`config.mk`:
```
export PLATFORM = sky130hd
export DESIGN_NAME = bht_update_ctrl
export DESIGN_NICKNAME = d
export VERILOG_FILES = /design/src/rtl/bht_update_ctrl.sv
export SDC_FILE = /design/constraint.sdc
export NUM_CORES = 1
export LEC_CHECK = 0
export CORE_ASPECT_RATIO = 1.75
export CORE_UTILIZATION = 59
export CTS_BUF_LIST = sky130_fd_sc_hd__clkbuf_8
export DETAILED_ROUTE_END_ITERATION = 8
export DONT_BUFFER_PORTS = 1
export PLACE_DENSITY_LB_ADDON = 0.15
export SLEW_MARGIN = 20
export SYNTH_ARGS = -nofsm -noshare
export SYNTH_HDL_FRONTEND = slang
export SYNTH_SLANG_ARGS = --single-unit
```
`constraint.sdc`:
```
create_clock -name clk -period 2.75 [get_ports clk]
set_input_delay 0.55 -clock clk [delete_from_list [all_inputs] [get_ports clk]]
set_output_delay 0.55 -clock clk [all_outputs]
set_load 0.01 [all_outputs]
```
`src/rtl/bht_update_ctrl.sv`:
```
// Branch history table port arbiter: shares one single-port table between fetch lookups and buffered 2-bit counter updates.
// Optional macro BHT_INIT_SWEEP_EN adds a post-reset sweep that clears every counter.
module bht_update_ctrl #(
    parameter int unsigned IDX_W      = 6,
    parameter int unsigned FIFO_DEPTH = 4
) (
    input  logic             clk,
    input  logic             rst_n,
    input  logic             lookup_valid,
    input  logic [IDX_W-1:0] lookup_idx,
    output logic             lookup_grant,
    input  logic             flush,
    output logic             predict_valid,
    output logic             predict_taken,
    input  logic             upd_valid,
    input  logic [IDX_W-1:0] upd_idx,
    input  logic             upd_taken,
    output logic             upd_ready,
    output logic             tbl_en,
    output logic             tbl_we,
    output logic [IDX_W-1:0] tbl_addr,
    output logic [1:0]       tbl_wdata,
    input  logic [1:0]       tbl_rdata,
    output logic             init_busy
);

    localparam int unsigned PTR_W = $clog2(FIFO_DEPTH);

`ifdef BHT_INIT_SWEEP_EN
    typedef enum logic [1:0] {INIT, IDLE, WRITE} state_t;
    localparam state_t RESET_STATE = INIT;
`else
    typedef enum logic [1:0] {IDLE, WRITE} state_t;
    localparam state_t RESET_STATE = IDLE;
`endif

    state_t           state, next_state;
    logic [1:0]       starve_cnt;
    logic [PTR_W:0]   wr_ptr, rd_ptr;
    logic [IDX_W-1:0] fifo_idx   [FIFO_DEPTH];
    logic             fifo_taken [FIFO_DEPTH];
    logic             empty, full, push, pop;
    logic             starve_inc, starve_clr;
    logic             grant_int, en_int, we_int;
    logic [IDX_W-1:0] addr_int;
    logic [1:0]       wdata_int, sat_inc, sat_dec;
    logic [IDX_W-1:0] head_idx;
    logic             head_taken;
`ifdef BHT_INIT_SWEEP_EN
    logic [IDX_W-1:0] sweep_addr;
`endif

    assign empty      = (wr_ptr == rd_ptr);
    assign full       = (wr_ptr[PTR_W] != rd_ptr[PTR_W]) &&
                        (wr_ptr[PTR_W-1:0] == rd_ptr[PTR_W-1:0]);
    assign upd_ready  = !full;
    assign push       = upd_valid && !full;
    assign head_idx   = fifo_idx[rd_ptr[PTR_W-1:0]];
    assign head_taken = fifo_taken[rd_ptr[PTR_W-1:0]];
    assign sat_inc    = (tbl_rdata == 2'b11) ? 2'b11 : tbl_rdata + 2'd1;
    assign sat_dec    = (tbl_rdata == 2'b00) ? 2'b00 : tbl_rdata - 2'd1;

    always_comb begin
        next_state = state;
        grant_int  = 1'b0;
        en_int     = 1'b0;
        we_int     = 1'b0;
        addr_int   = '0;
        wdata_int  = '0;
        pop        = 1'b0;
        starve_inc = 1'b0;
        starve_clr = 1'b0;
        case (state)
`ifdef BHT_INIT_SWEEP_EN
            INIT: begin
                en_int   = 1'b1;
                we_int   = 1'b1;
                addr_int = sweep_addr;
                if (sweep_addr == '1)
                    next_state = IDLE;
            end
`endif
            IDLE: begin
                // fetch wins unless a pending update has already waited three grants
                if (lookup_valid && !(starve_cnt == 2'd3 && !empty)) begin
                    grant_int  = 1'b1;
                    en_int     = 1'b1;
                    addr_int   = lookup_idx;
                    starve_inc = !empty;
                end else if (!empty) begin
                    en_int     = 1'b1;
                    addr_int   = head_idx;
                    starve_clr = 1'b1;
                    next_state = WRITE;
                end
            end
            WRITE: begin
                en_int     = 1'b1;
                we_int     = 1'b1;
                addr_int   = head_idx;
                wdata_int  = head_taken ? sat_inc : sat_dec;
                pop        = 1'b1;
                next_state = IDLE;
            end
            default: next_state = RESET_STATE;
        endcase
    end

    // table strobes are forced quiet while reset is held, independent of state
    assign lookup_grant  = rst_n && grant_int;
    assign tbl_en        = rst_n && en_int;
    assign tbl_we        = rst_n && we_int;
    assign tbl_addr      = rst_n ? addr_int : '0;
    assign tbl_wdata     = rst_n ? wdata_int : '0;
    assign predict_taken = predict_valid && tbl_rdata[1];

`ifdef BHT_INIT_SWEEP_EN
    assign init_busy = (state == INIT);
`else
    assign init_busy = 1'b0;
`endif

    always_ff @(posedge clk or negedge rst_n) begin
        if (!rst_n) begin
            state         <= RESET_STATE;
            starve_cnt    <= '0;
            wr_ptr        <= '0;
            rd_ptr        <= '0;
            predict_valid <= 1'b0;
        end else begin
            state         <= next_state;
            wr_ptr        <= wr_ptr + (PTR_W+1)'(push);
            rd_ptr        <= rd_ptr + (PTR_W+1)'(pop);
            predict_valid <= grant_int && !flush;
            if (starve_clr)
                starve_cnt <= '0;
            else if (starve_inc && starve_cnt != 2'd3)
                starve_cnt <= starve_cnt + 2'd1;
        end
    end

`ifdef BHT_INIT_SWEEP_EN
    always_ff @(posedge clk or negedge rst_n) begin
        if (!rst_n)
            sweep_addr <= '0;
        else if (state == INIT)
            sweep_addr <= sweep_addr + 1'b1;
    end
`endif

    always_ff @(posedge clk) begin
        if (push) begin
            fifo_idx[wr_ptr[PTR_W-1:0]]   <= upd_idx;
            fifo_taken[wr_ptr[PTR_W-1:0]] <= upd_taken;
        end
    end

endmodule

```
==> out/metrics.yaml, run 1 <==
floorplanning:
  die_area_um2: 3170
  rows: 25
  fp.coreArea_um2: 2750
  start_util_pct: 63.0
  pin_count: 35
  die_w_um: 43.0
  die-height_um: 73.7
cts:
  root_buffer: "clkbuf_8"
  clk_latency_ps: 290
  cts_tree: "done"
  cts-buffers-inserted: 5
  post_cts_resize_count: 0
  cts_sinks: 38
  clkSlewWorstSetupHoldPaths_ps: 70
  clockBufferDepth: 2
  cts_htree_levels: 2
finish:
  fin_area_um2: 1870
  nets: 138
  nFillCells: 206
  area_growth_pct: 7.65
  drive_gt1_share_pct: 23.7
  antenna_cells: 0
detailed_routing:
  drt_iter0_markers: 19
  wl_per_cell_um: 19.7
  via_per_inst: 6.29
  dr.pass1.iters: 4
  wl_um: 2780
  final_antenna_net_count: 0
  num_vias: 887
  drc: 0
setup_path:
  start_kind: "flip-flop"
  reg2reg_from: "rd_ptr[2]"
  worstSetupStartpoint: "rd_ptr[2]"
  crit_path_end_kind: "output pin"
  cp_slowest_cell: "a211oi_4"
  crit_required_ps: 2200
  critical_path_class: "flip-flop to output pin"
  rr_worst_depth: 3
  crit_path_max_fanout: 7
  path_cells: "xnor2_2 -> nand3_2 -> a211oi_4 -> o2bb2ai_1"
  cp_slowest_stage_delay_ps: 540
  crit_arrival_ps: 1980
timing:
  finalSetupViolCount: 0
  layout_min_cycle_time_ps: 2530
  final-hold-violation-count: 0
  slew_headroom_pct: 55.6
  fin_crit_sh_pct: 92.1
  holdWs_ps: 323
  tns_ps: 0
  skew_ps: 8.83
  maxSlewViolCount: 0
  setup_ws_ps: 217
  grt_setup_unrepaired: "false"
  worst_pin_slew_ps: 663
  fmax_mhz: 395
worst_hold_path:
  hold_path_depth: 1
  min-delay-start: "flush"
  hp-class: "input port to flip-flop"
place:
  pre_cts_ws_ps: 446
  dpl-instance-area_um2: 1770
  post-dp-hpwl_um: 2040
  gp_congestion: 0.724
  portBuffers: 0
global_route:
  antenna_found_initial: 0
  grtUsageTotal_pct: 21.0
  grt_pass1_vias: 962
  grt_pass1_wl_um: 4490
  grt_max_degree: 13
  grt.overflow.total: 0
synth:
  syn_nets: 130
  syn_area_um2: 1730
  yosysUniqueCellTypes: 34
  synth.largest_area_cell: "edfxtp_1"
  netlist.area_leader.share_pct: 48.5
  ys_seq_elements: 38
  synth_area_leaders: "edfxtp_1 (49%), dfrtp_1 (14%), mux4_2 (9.1%)"
  synth-simple-area-share_pct: 6.14
  yosysSeqAreaShare_pct: 63.0
  syn_avg_cell_area_um2: 16.5
  yosys_warnings: 0
  synth_top_family_by_area: "multiplexers"
  synth.area.mux_share_pct: 10.3
  synthCells: 105
  synthAdderAreaFrac_pct: 3.61
  synth-xor-area-share_pct: 5.63
  synth-compound-area-share_pct: 7.65
power:
  vdd_drop_max_mv: 0.666
  p_per_area_nw_per_um2: 1110
  leakage_uw: 0.000704
  fin_total_pwr_uw: 2080
job:
  maxCapViolations: 0
status:
  status: "finished, final reports clean"
==> synthesized netlist by cell type (all sizes together) <==
| library cell | instances |
|---|---|
| a211oi | 2 |
| a21boi | 2 |
| a21oi | 1 |
| a31oi | 1 |
| and2 | 3 |
| and3 | 1 |
| buf | 3 |
| conb | 1 |
| dfrtp | 10 |
| edfxtp | 28 |
| ha | 5 |
| inv | 9 |
| mux2 | 1 |
| mux2i | 1 |
| mux4 | 7 |
| nand2 | 4 |
| nand2b | 1 |
| nand3 | 1 |
| nor2 | 1 |
| nor2b | 3 |
| nor3 | 2 |
| nor3b | 2 |
| o21ai | 3 |
| o21bai | 1 |
| o2bb2ai | 6 |
| xnor2 | 3 |
| xor2 | 3 |
==> worst max-delay path: cells and delay by family, from the launching register on <==
kind	cells	cell delay, ps
AO/OA/AOI/OAI	2	780
XOR/XNOR	1	300
flip-flops	1	440
AND/OR/NAND/NOR	1	180
==> cell type report <==
cell class,count,area [µm²],share of cell area [%]
multi-input cells,55,592,31.7
repair buffers,4,32.5,1.74
inverters,9,33.8,1.81
well taps,27,33.8,1.81
clock inverters,3,13.8,0.738
flip-flops and latches,38,1090,58.5
clock buffers,5,68.8,3.69
==> kinds of logic after synthesis <==
group                      Yosys count
muxes                                9
adders and majority gates            5
other                                1
and+or+nand+nor                     18
xor gates and xnor gates             6
DFF                                 38
buffers and inverters               12
AOI/OAI and AO/OA                   16
==> layout by cell type (no fill, tap or decap), drive strengths merged, types with 2 or more instances in the layout <==
cell type	synthesis	final
edfxtp	28	28
dfrtp	10	10
inv	9	10
mux4	7	7
o2bb2ai	6	6
ha	5	5
clkbuf	0	5
nand2	4	4
nor2b	3	3
xor2	3	3
buf	3	3
and2	3	3
xnor2	3	3
o21ai	3	3
clkinv	0	2
a21boi	2	2
a211oi	2	2
nor3b	2	2
nor3	2	2
==> report_power, final <==
group	internal, µW	total (µW)	switching (µW)	leakage (µW)
sequential	793	926	133	0.000378
combinational	384	805	421	0.000277
clock	172	348	176	0.0000491
total	1350	2080	730	0.000704
==> registers in the layout (all words and copies together), names as in the netlist <==
| signal | cells |
|---|---|
| state | 1 |
| rd_ptr | 3 |
| fifo_taken | 4 |
| starve_cnt | 2 |
| fifo_idx | 24 |
| predict_valid | 1 |
| wr_ptr | 3 |
==> stage by stage <==
step / util, % / instances
after CTS: 67.6 / 141
after global routing: 67.8 / 141
final: 67.8 / 141
after global placement: 64.0 / 132
after floorplan: - / 105
after detailed placement: 64.2 / 132
==> path summary, 6_finish.rpt <==
check | endpoint | slack [ps]
hold reg to reg | starve_cnt[0] | 530
min in group asynchronous | rd_ptr[2] | 660
hold / removal | predict_valid | 320
max in group asynchronous | predict_valid | 1760
setup reg to reg | fifo_idx[1][4] | 860
setup / recovery | tbl_addr[0] | 220
==> repair_timing <==
item	4_1_cts	5_1_grt
hold buffers	1	0
setup buffers	0	0
endpoints found under the hold margin	10	0
==> routing by layer <==
layer	vias up	wire [µm]	GRT usage [%]
met1	441	929	22.4
met4	0	63	10.8
met2	33	1650	36.5
met5	-	0	0
li1	406	-	-
met3	7	143	6.63
Power figures use the tool's default switching activity.
==> inputs of run 2 (changes only) <==
Clock period 2.75 ns to 3.05 ns, I/O delays scaled along.
==> out/metrics.yaml, run 2 (synthesis gave the netlist of run 1 again) <==
status:
  status: "finished, final reports clean"
detailed_routing:
  final_antenna_net_count: 0
  via_per_inst: 6.21
  wl_um: 2780
  dr.pass1.iters: 4
  drc: 0
  num_vias: 870
  wl_per_cell_um: 19.9
  drt_iter0_markers: 21
worst_hold_path:
  hp-class: "input port to asynchronous set/reset pin"
power:
  comb_power_share_pct: 33.2
  p_sw_share_pct: 32.8
  p_per_area_nw_per_um2: 1030
  clockPowerShare_pct: 21.7
  switchingPower_uw: 640
  cell_internal_pwr_uw: 1310
  power_frac_seq_pct: 45.1
  vdd_drop_max_mv: 0.749
  leakage_uw: 0.000712
  fin_total_pwr_uw: 1950
setup_path:
  reg2reg_from: "rd_ptr[0]"
  crit_arrival_ps: 2140
  start_kind: "flip-flop"
  crit_path_max_fanout: 9
  crit_required_ps: 2440
  critical_path_class: "flip-flop to output pin"
  reg2reg_slack_ps: 1000
  reg2reg_to: "wr_ptr[2]"
  rr_worst_depth: 7
  crit_path_end_kind: "output pin"
cts:
  clk_latency_ps: 280
  cts_hold_buffers: 0
  postCtsSetupBuffers: 0
  post_cts_resize_count: 0
  cts_htree_levels: 2
  cts_sinks: 38
  cts_tree: "done"
  cts-buffers-inserted: 5
  clockBufferDepth: 2
  root_buffer: "clkbuf_8"
  clkSlewWorstSetupHoldPaths_ps: 70
finish:
  multi_input_area_um2: 587
  final_common_cell: "edfxtp_1"
  nets: 137
  fin_area_um2: 1890
  nFillCells: 206
  regArea_um2: 1090
  drive_gt1_share_pct: 22.1
  largest_reg_flops: 24
  final_cell_mix: "edfxtp_1 (28), dfrtp_1 (10), inv_1 (9), mux4_2 (7)"
  antenna_cells: 0
  area_growth_pct: 8.88
global_route:
  grt_max_degree: 14
  grt.overflow.total: 0
  antenna_found_initial: 0
  grt_pass1_wl_um: 4070
  grtUsageTotal_pct: 19.2
  grt_pass1_vias: 834
timing:
  fmax_mhz: 363
  tns_ps: 0
  setup_ws_ps: 298
  final-hold-violation-count: 0
  finalSetupViolCount: 0
  worst_pin_slew_ps: 623
  grt_setup_unrepaired: "false"
  skew_ps: 2.77
  layout_min_cycle_time_ps: 2750
  slew_headroom_pct: 58.5
  holdWs_ps: 17.2
  maxSlewViolCount: 0
  fin_crit_sh_pct: 90.2
place:
  post-dp-hpwl_um: 2010
  pre_cts_ws_ps: 580
  gp_congestion: 0.701
  dpl-instance-area_um2: 1760
  portBuffers: 0
floorplanning:
  start_util_pct: 63.0
  die_w_um: 43.0
  fp.coreArea_um2: 2750
  die_area_um2: 3170
  die-height_um: 73.7
  rows: 25
  pin_count: 35
job:
  maxCapViolations: 0
## run 2: changes by cell type in the layout (fill, tap and decap cells not counted), sizes merged
cell	delta
clkinv	-2
buf	-1
bufinv	+1
clkbuf	+1
## run 2: layout make-up
class | instances | area share (%)
timing repair buffer | 3 | 1.33
sequential | 38 | 57.8
inverter | 9 | 1.79
clock inverter | 2 | 1.79
clock buffer | 6 | 4.38
multi-input combinational | 55 | 31.1
tap | 27 | 1.79
## run 2: worst max-delay path, stage by stage, from the launching register on
cell       delay [ps]
dfrtp_1           740
xnor2_4           200
nand3_2           150
a211oi_4          530
o2bb2ai_1         240
## run 2: how the worst max path moves through the flow
stage	slack, ps	from	cells after the start	endpoint
6_report	300	rd_ptr[0]	4	tbl_addr[5]
5_1_grt	170	rd_ptr[0]	4	tbl_addr[2]
4_1_cts	270	rd_ptr[0]	4	tbl_addr[2]
3_5_place_dp	580	rd_ptr[0]	4	tbl_addr[5]
3_3_place_gp	600	rd_ptr[0]	4	tbl_addr[2]
2_1_floorplan	990	rd_ptr[0]	5	tbl_addr[0]
## run 2: stage by stage
stage	util [%]	std cells
2_1_floorplan	-	105
3_3_place_gp	63.8	131
3_5_place_dp	63.8	131
4_1_cts	68.0	139
5_1_grt	68.5	140
6_report	68.5	140
## run 2: layer usage
layer	up-vias	track usage, %	wire, µm	part of all wire (%)
met1	436	20.3	999	36
met3	4	6.14	116	4.2
met2	27	34.3	1630	59
met4	0	8.08	36	1.3
li1	403	-	-	-
met5	-	0	0	0
## run 2: power groups by stage
stage	sequential [µW]	combinational [µW]	clock [µW]
after CTS	881	656	431
after global placement	884	634	0
after floorplan	805	622	0
after global routing	903	712	448
after detailed placement	891	652	0
final	879	648	424
